==> config.mk <==
export PLATFORM = sky130hd
export DESIGN_NAME = bcd_to_bin_converter
export DESIGN_NICKNAME = d
export VERILOG_FILES = /design/src/rtl/bcd_pkg.sv /design/src/rtl/bcd_digit_mac.sv /design/src/rtl/bcd_to_bin_converter.sv
export SDC_FILE = /design/constraint.sdc
export NUM_CORES = 1
export LEC_CHECK = 0
export ABC_CLOCK_PERIOD_IN_PS = 3050
export CORE_MARGIN = 5
export CORE_UTILIZATION = 30
export DETAILED_ROUTE_END_ITERATION = 10
export GPL_TIMING_DRIVEN = 0
export PLACE_DENSITY = 0.5
export RECOVER_POWER = 50
export REMOVE_ABC_BUFFERS = 1
export SLEW_MARGIN = 20
export SYNTH_ARGS = -nofsm -noshare
export SYNTH_HDL_FRONTEND = slang
export SYNTH_SLANG_ARGS = --single-unit
==> constraint.sdc <==
create_clock -name clk -period 3.05 [get_ports clk]
set_clock_uncertainty 0.15 [all_clocks]
set_input_delay 0.61 -clock clk [delete_from_list [all_inputs] [get_ports clk]]
set_output_delay 0.61 -clock clk [all_outputs]
set_load 0.005 [all_outputs]
==> src/rtl/bcd_pkg.sv <==
// Shared BCD constants and converter state encoding, also used by the display path.
package bcd_pkg;

  typedef enum logic [1:0] {
    IDLE = 2'd0,
    CONV = 2'd1,
    DONE = 2'd2
  } state_e;

  localparam int BCD_DIGIT_W    = 4;
  localparam int BCD_MAX_DIGIT  = 9;
  localparam int MAX_DEC_4DIGIT = 9999;

  function automatic logic bcd_digit_bad(input logic [BCD_DIGIT_W-1:0] d);
    return d > BCD_DIGIT_W'(BCD_MAX_DIGIT);
  endfunction

endpackage

==> src/rtl/bcd_digit_mac.sv <==
// Combinational acc*10 + digit step of the BCD-to-binary datapath, with digit>9 flag.
module bcd_digit_mac
  import bcd_pkg::*;
#(
  parameter int WIDTH = 14
) (
  input  logic [WIDTH-1:0]       i_acc,
  input  logic [BCD_DIGIT_W-1:0] i_digit,
  output logic [WIDTH-1:0]       o_sum,
  output logic                   o_bad
);

  localparam int WW = WIDTH + 4;

  logic [WW-1:0] w_ext;
  logic [WW-1:0] w_wide;
  logic [3:0]    w_unused_hi;

  // x*10 as (x<<3)+(x<<1); four guard bits keep the sum exact before wrapping
  assign w_ext       = {4'b0, i_acc};
  assign w_wide      = (w_ext << 3) + (w_ext << 1) + WW'(i_digit);
  assign o_sum       = w_wide[WIDTH-1:0];
  assign w_unused_hi = w_wide[WW-1:WIDTH];
  assign o_bad       = bcd_digit_bad(i_digit);

endmodule

==> src/rtl/bcd_to_bin_converter.sv <==
// Iterative packed-BCD to binary converter, one digit per clock, valid/ready on both sides.
// Optional nibble range checking is enabled by defining BCD_DIGIT_CHECK_EN.
module bcd_to_bin_converter
  import bcd_pkg::*;
#(
  parameter int DIGITS    = 4,
  parameter int BIN_WIDTH = 14
) (
  input  logic                        clk,
  input  logic                        rst_n,
  input  logic                        in_valid,
  output logic                        in_ready,
  input  logic [BCD_DIGIT_W*DIGITS-1:0] bcd_in,
  output logic                        out_valid,
  input  logic                        out_ready,
  output logic [BIN_WIDTH-1:0]        bin_out,
  output logic                        invalid
);

  localparam int CNT_W = (DIGITS > 1) ? $clog2(DIGITS) : 1;
  localparam int SR_W  = BCD_DIGIT_W * DIGITS;

  state_e                 r_state, w_next;
  logic [SR_W-1:0]        r_shift;
  logic [BIN_WIDTH-1:0]   r_acc;
  logic [BIN_WIDTH-1:0]   r_bin;
  logic [CNT_W-1:0]       r_cnt;

  logic                   w_accept;
  logic                   w_last;
  logic                   w_release;
  logic [BCD_DIGIT_W-1:0] w_digit;
  logic [BIN_WIDTH-1:0]   w_sum;
  logic                   w_bad;

  assign w_accept  = (r_state == IDLE) && in_valid;
  assign w_last    = (r_state == CONV) && (r_cnt == CNT_W'(DIGITS - 1));
  assign w_release = (r_state == DONE) && out_ready;
  assign w_digit   = r_shift[SR_W-1 -: BCD_DIGIT_W];

  bcd_digit_mac #(
    .WIDTH (BIN_WIDTH)
  ) u_mac (
    .i_acc   (r_acc),
    .i_digit (w_digit),
    .o_sum   (w_sum),
    .o_bad   (w_bad)
  );

  always_comb begin
    w_next = r_state;
    case (r_state)
      IDLE:    if (in_valid)  w_next = CONV;
      CONV:    if (w_last)    w_next = DONE;
      DONE:    if (out_ready) w_next = IDLE;
      default:                w_next = IDLE;
    endcase
  end

  always_ff @(posedge clk or negedge rst_n) begin
    if (!rst_n) r_state <= IDLE;
    else        r_state <= w_next;
  end

  assign in_ready  = (r_state == IDLE);
  assign out_valid = (r_state == DONE);
  assign bin_out   = r_bin;

  // Shift register walks MSD first; the word is frozen at acceptance
  always_ff @(posedge clk or negedge rst_n) begin
    if (!rst_n) begin
      r_shift <= '0;
      r_acc   <= '0;
      r_cnt   <= '0;
    end else if (w_accept) begin
      r_shift <= bcd_in;
      r_acc   <= '0;
      r_cnt   <= '0;
    end else if (r_state == CONV) begin
      r_shift <= r_shift << BCD_DIGIT_W;
      r_acc   <= w_sum;
      r_cnt   <= r_cnt + CNT_W'(1);
    end
  end

`ifdef BCD_DIGIT_CHECK_EN
  logic r_err;
  logic r_invalid;
  logic w_err_now;

  assign w_err_now = r_err | w_bad;

  always_ff @(posedge clk or negedge rst_n) begin
    if (!rst_n) begin
      r_err     <= 1'b0;
      r_invalid <= 1'b0;
      r_bin     <= '0;
    end else if (w_accept) begin
      r_err     <= 1'b0;
      r_invalid <= 1'b0;
    end else if (r_state == CONV) begin
      r_err <= w_err_now;
      if (w_last) begin
        r_invalid <= w_err_now;
        r_bin     <= w_err_now ? '0 : w_sum;
      end
    end
  end

  assign invalid = r_invalid;
`else
  logic w_unused_bad;
  assign w_unused_bad = w_bad;

  // Out-of-range nibbles fold in at face value; the MAC wraps the result
  always_ff @(posedge clk or negedge rst_n) begin
    if (!rst_n)      r_bin <= '0;
    else if (w_last) r_bin <= w_sum;
  end

  assign invalid = 1'b0;
`endif

endmodule

==> out/summary.txt, run 1 <==
Slew Limit Headroom - 19.3%
CTS root buf - clkbuf_8
Routed WL - 6.03 mm
Synth Area in Adders - 12.3%
DR iter-0 viols - 82
row count - 34
setup_tns - 0 ps
Avg Cell Area, Syn - 9.09 um^2
DRT antenna net count - 0
port bufs - 35
largest family of logic cells by synthesized area - simple AND/OR/NAND/NOR gates
grt total ovfl - 0
Hold Path Stages - 2
vias in the first global route - 2,120
Clk Latency, worst-skew pair - 310 ps
CP Launch Type - register
Post-synth top cells - nand2_1, dfrtp_1, o21ai_0
share of layout cells above drive strength 1 - 4.08%
Worst VDD drop - 0.362 mV
Critical Path RT - 3090 ps
post-CTS setup buffer count - 0
DR WL met3 - 227 um
H-tree lvl count - 2
Crit. Startpoint - r_acc[0]
r2r worst-path depth - 9
drt pass-1 iters - 4
post-synth top area cell - dfrtp_1
Synth top area share - 44.2%
die height - 104 um
crit share post-route - 93.4%
Reg power frac - 29.5%
cells after synthesis - 293
DIE AREA - 0.0109 mm^2
antenna violations before repair - 0
status - completed
Max Clk Rate - 0.351 GHz
met2 WL - 2.88 mm
r2r setup slk - 200 ps
endpoints failing setup - 0
clock transition at the registers of the reported paths - 100 ps
max-slew violations - 0
Initial Utilization - 30.7%
first-pass GRT wire length - 10.3 mm
CTS tree - yes
post-synthesis mux area share - 1.13%
Sw Ratio - 46.2%
CP Class - register to register
FF+latch count, synth - 47
crit path time final - 2850 ps
Top FF cell, synth - dfrtp_1
most common cell in the netlist - nand2_1
Cell Int Power - 2030 uW
detailed-route DRC error count - 0
top cells by area, synth - dfrtp_1, ha_1, nand2_1
PwrDens - 1190 mW/mm^2
CP Capture Type - register
Resize count post-CTS - 0
routability cong. - 0.797
Hold/Removal Path Class - register to register
post-synthesis xor/xnor area fraction - 2.30%
clk sinks - 47
DP Wirelength - 4.19 mm
synthesized area - 0.00266 mm^2
io pins - 37
Async S/R FF share, synth - 100%
diode count - 0
MaxCap Viol Count - 0
hold path startpoint - bin_out[8]
Max Used Layer - met4
RSZ-0062 raised after global routing - no
Yosys cell types - 39
warnings from Yosys - 0
Tot GR Track Use - 11.4%
slew at the pin closest to its max-slew limit - 1210 ps
P_leak - 0.00150 uW
cts hold-fix bufs - 0
met1 wire length - 2.86 mm
placed cell count - 419
synthesis-to-layout area growth - 18.8%
Num CTS Buffers - 5
Hold Path End - bin_out[8]
R2R Path End - bin_out[10]
Final Hold Vio Count - 0
vias per inst - 4.99
combinational fraction of design power - 59.8%
EDFF count, synth - 0
Simple-Gate Fraction of Synth Area - 19.9%
nets@finish - 363
worst reg2reg path startpoint - r_acc[0]
crit path DAT - 2890 ps
pin count of the biggest net entering global routing - 48
Synth Area in Compound Gates - 16.2%
sequential element share of the synthesized area - 44.2%
PnR Total Power - 3770 uW
Clock Path Buffers - 2
Avg WL per Cell - 14.1 um
via count - 2,129
crit path max fanout - 4
Clk pwr share - 10.7%
Switch Pwr - 1740 uW
Die W - 104 um
Post-Layout Cell Count - 427
core area - 0.00868 mm^2
-- worst max path at each step --
stage                   to  cells past startpoint
2_1_floorplan  bin_out[10]                      9
3_3_place_gp    bin_out[9]                      4
3_5_place_dp     r_acc[10]                      5
4_1_cts          r_acc[10]                      5
5_1_grt        bin_out[10]                      9
6_report       bin_out[10]                      9
-- through the flow --
stage	cell area, um^2	setup slack, ps	hold WS [ps]	util, %
after global routing	3170	55.3	358	36.5
after floorplan	2580	406	164	-
after global placement	3070	-778	311	35.4
final	3170	202	325	36.5
after detailed placement	3070	-162	313	35.4
after CTS	3170	161	184	36.5
-- cell usage in the layout (no fill, tap or decap), types with 6 or more instances in the layout --
master / netlist / routed
nor2_1: 15 / 14
dlygate4sd3_1: 0 / 7
ha_1: 23 / 23
inv_1: 6 / 6
o21ai_0: 24 / 24
dfrtp_1: 47 / 47
clkdlybuf4s50_1: 0 / 27
a22oi_1: 11 / 11
nand2_1: 69 / 69
nand4_1: 6 / 6
nand3_1: 15 / 15
-- layout make-up --
cell class	instances	area, um^2
clock buffers	5	68.8
clock inverters	3	22.5
fillers	924	5510
inverters	6	22.5
multi-input cells	223	1400
flip-flops and latches	47	1180
well taps	108	135
repair buffers	35	345
-- metal layers --
metal | track usage, % | vias up
met3 | 2.79 | 7
li1 | - | 1077
met4 | 3.33 | 0
met2 | 19.1 | 42
met5 | 0 | -
met1 | 14.5 | 1003
-- critical path, cell delays in order (launching register included) --
cell,delay (ps)
dfrtp_1,360
inv_1,80
fa_1,510
inv_1,70
fa_1,470
a21o_1,190
a221o_1,390
a21oi_2,240
mux2i_1,200
nand3_1,80
-- power by group through the flow --
stage | sequential [uW] | clock, uW | combinational (uW)
after global placement | 1120 | 0 | 2260
final | 1110 | 402 | 2250
after detailed placement | 1130 | 0 | 2290
after CTS | 1120 | 424 | 2310
after floorplan | 1080 | 0 | 1620
after global routing | 1150 | 448 | 2580
-- sequential cells by signal (all words and copies together), names as in the netlist --
signal / flops
bin_out: 14
r_acc: 13
r_cnt: 2
r_shift: 16
r_state: 2
-- cells by family after synthesis --
logic type	after synthesis
AOI/OAI and AO/OA	65
xor gates and xnor gates	7
adders and majority gates	25
buffers and inverters	23
DFF	47
muxes	3
other	1
and+or+nand+nor	122
Note: power is estimated with default switching activity, not from simulation.
==> inputs of run 2 (changes only) <==
- RECOVER_POWER: 50 -> default
==> run 2 against run 1 <==
Die area did not move. Fmax barely moved. Via count about the same. Clock power about the same. Worst setup slack about the same. Non-clock buffer count unchanged. Sequential power about the same. Critical path depth is the same. Critical endpoint unchanged. Largest power group unchanged. Highest routed layer unchanged.
==> out/summary.txt, run 2 (synthesis results as in run 1) <==
status - completed (unchanged)
crit path cell chain - inv_1 > fa_1 > inv_1 > fa_1 > a21o_1 > a221o_1 > a21oi_2 > mux2i_1 > nand3_1 (unchanged)
pin count of the biggest net entering global routing - 48 (unchanged)
share of layout cells above drive strength 1 - 4.39% (was 4.08%)
Crit-path slowest cell - fa_1 (unchanged)
Clock Path Buffers - 2 (unchanged)
max-slew violations - 0 (unchanged)
Biggest register - r_shift (unchanged)
Switch Pwr - 1740 uW (about the same)
CP Class - register to register (unchanged)
most common cell after layout, fill and taps aside - nand2_1 (unchanged)
via count - 2,127 (was 2,129)
Critical Path RT - 3090 ps (about the same)
crit path DAT - 2890 ps (about the same)
io pins - 37 (unchanged)
row count - 34 (unchanged)
Routed WL - 6.04 mm (was 6.03 mm)
Worst Hold Slack - 161 ps (was 325 ps)
DR iter-0 viols - 81 (was 82)
die height - 104 um (unchanged)
vias in the first global route - 2,120 (unchanged)
DP Wirelength - 4.19 mm (unchanged)
detailed-route DRC error count - 0 (unchanged)
routability cong. - 0.797 (unchanged)
Reg power frac - 29.5% (about the same)
Clk Latency, worst-skew pair - 310 ps (about the same)
crit path max fanout - 4 (unchanged)
DIE AREA - 0.0109 mm^2 (unchanged)
vias per inst - 4.98 (was 4.99)
port bufs - 35 (unchanged)
CP Capture Type - register (unchanged)
crit path buf inv count - 2 (unchanged)
Stages on worst setup path - 9 (unchanged)
PwrDens - 1190 mW/mm^2 (about the same)
CP Launch Type - register (unchanged)
grt total ovfl - 0 (unchanged)
synthesis-to-layout area growth - 19.0% (was 18.8%)
CP delay by family, top - adder cells (unchanged)
post-CTS setup buffer count - 0 (unchanged)
Final Hold Vio Count - 0 (unchanged)
Hold/Removal Path Class - input port to async pin (was register to register)
Sw Ratio - 46.1% (was 46.2%)
diode count - 0 (unchanged)
crit path time final - 2850 ps (about the same)
CTS tree - yes (unchanged)
cts hold-fix bufs - 0 (unchanged)
Tot GR Track Use - 11.4% (unchanged)
nets@finish - 363 (unchanged)
crit share post-route - 93.4% (about the same)
Resize count post-CTS - 0 (unchanged)
setup_tns - 0 ps (unchanged)
core area - 0.00868 mm^2 (unchanged)
clock transition at the registers of the reported paths - 100 ps (about the same)
Avg WL per Cell - 14.1 um (about the same)
DRT antenna net count - 0 (unchanged)
H-tree lvl count - 2 (unchanged)
drt pass-1 iters - 4 (unchanged)
Slew Limit Headroom - 38.0% (was 19.3%)
r2r setup slk - 200 ps (about the same)
Num CTS Buffers - 5 (unchanged)
Worst VDD drop - 0.362 mV (about the same)
worst reg2reg path startpoint - r_acc[0] (unchanged)
slew at the pin closest to its max-slew limit - 930 ps (was 1210 ps)
CP peak stage delay - 510 ps (about the same)
RSZ-0062 raised after global routing - no (unchanged)
MaxCap Viol Count - 0 (unchanged)
max reg flops - 16 (unchanged)
CTS root buf - clkbuf_8 (unchanged)
r2r worst-path depth - 9 (unchanged)
R2R Path End - bin_out[10] (unchanged)
combinational fraction of design power - 59.9% (was 59.8%)
most frequent cells in the layout - nand2_1, dfrtp_1, clkdlybuf4s50_1, o21ai_0, ha_1 (unchanged)
first-pass GRT wire length - 10.3 mm (unchanged)
Die W - 104 um (unchanged)
Cell Int Power - 2040 uW (was 2030 uW)
Clk pwr share - 10.6% (was 10.7%)
endpoints failing setup - 0 (unchanged)
Max Clk Rate - 0.351 GHz (about the same)
Initial Utilization - 30.7% (unchanged)
P_leak - 0.00149 uW (was 0.00150 uW)
clk sinks - 47 (unchanged)
antenna violations before repair - 0 (unchanged)
run 2: cell types whose count changed in the layout (fill, tap and decap cells not counted):
cell	before	now
dlygate4sd3_1	7	0
clkdlybuf4s50_1	27	34
nand2b_1	4	3
clkbuf_2	1	0
nand2b_2	0	1
buf_4	0	1
run 2: worst max-delay path by stage:
stage	startpoint	end	slack, ps
after CTS	in_valid	r_acc[10]	160
after floorplan	r_shift[15]	bin_out[10]	410
after detailed placement	in_valid	r_acc[10]	-160
after global placement	r_state[1]	bin_out[9]	-780
final	r_acc[0]	bin_out[10]	200
after global routing	r_acc[0]	bin_out[10]	60
run 2: area by class of cell:
type / count / area (um^2)
clock buffers: 5 / 68.8
clock inverters: 3 / 22.5
fillers: 922 / 5510
inverters: 6 / 22.5
multi-input cells: 223 / 1400
flip-flops and latches: 47 / 1180
well taps: 108 / 135
repair buffers: 35 / 348
run 2: metal layers:
layer	up-vias	wire length, um	track usage, %
li1	1075	-	-
met1	1003	2860	14.5
met2	42	2880	19.1
met3	7	227	2.79
met4	0	70	3.33
met5	-	0	0
run 2: worst register-to-register path, delay by kind of cell, from the launching register on:
kind | cells | cell delay (ps)
mux | 1 | 200
simple gates | 1 | 80
fa+ha+maj | 2 | 980
compound gates | 3 | 830
buf+inv | 2 | 150
flops | 1 | 360
run 2: power groups by stage:
| stage | clock network (uW) | logic [uW] | registers, uW |
|---|---|---|---|
| after floorplan | 0 | 1620 | 1080 |
| after global placement | 0 | 2260 | 1120 |
| after detailed placement | 0 | 2290 | 1130 |
| after CTS | 424 | 2310 | 1120 |
| after global routing | 448 | 2600 | 1150 |
| final | 402 | 2270 | 1120 |
run 2: metrics by stage:
stage	util [%]	std cells	setup slack (ps)	cell area [um^2]	total power [uW]
after floorplan	-	276	406	2580	2700
after global placement	35.4	419	-778	3070	3380
after detailed placement	35.4	419	-162	3070	3430
after CTS	36.5	427	161	3170	3850
after global routing	36.5	427	55.3	3170	4200
final	36.5	427	202	3170	3790
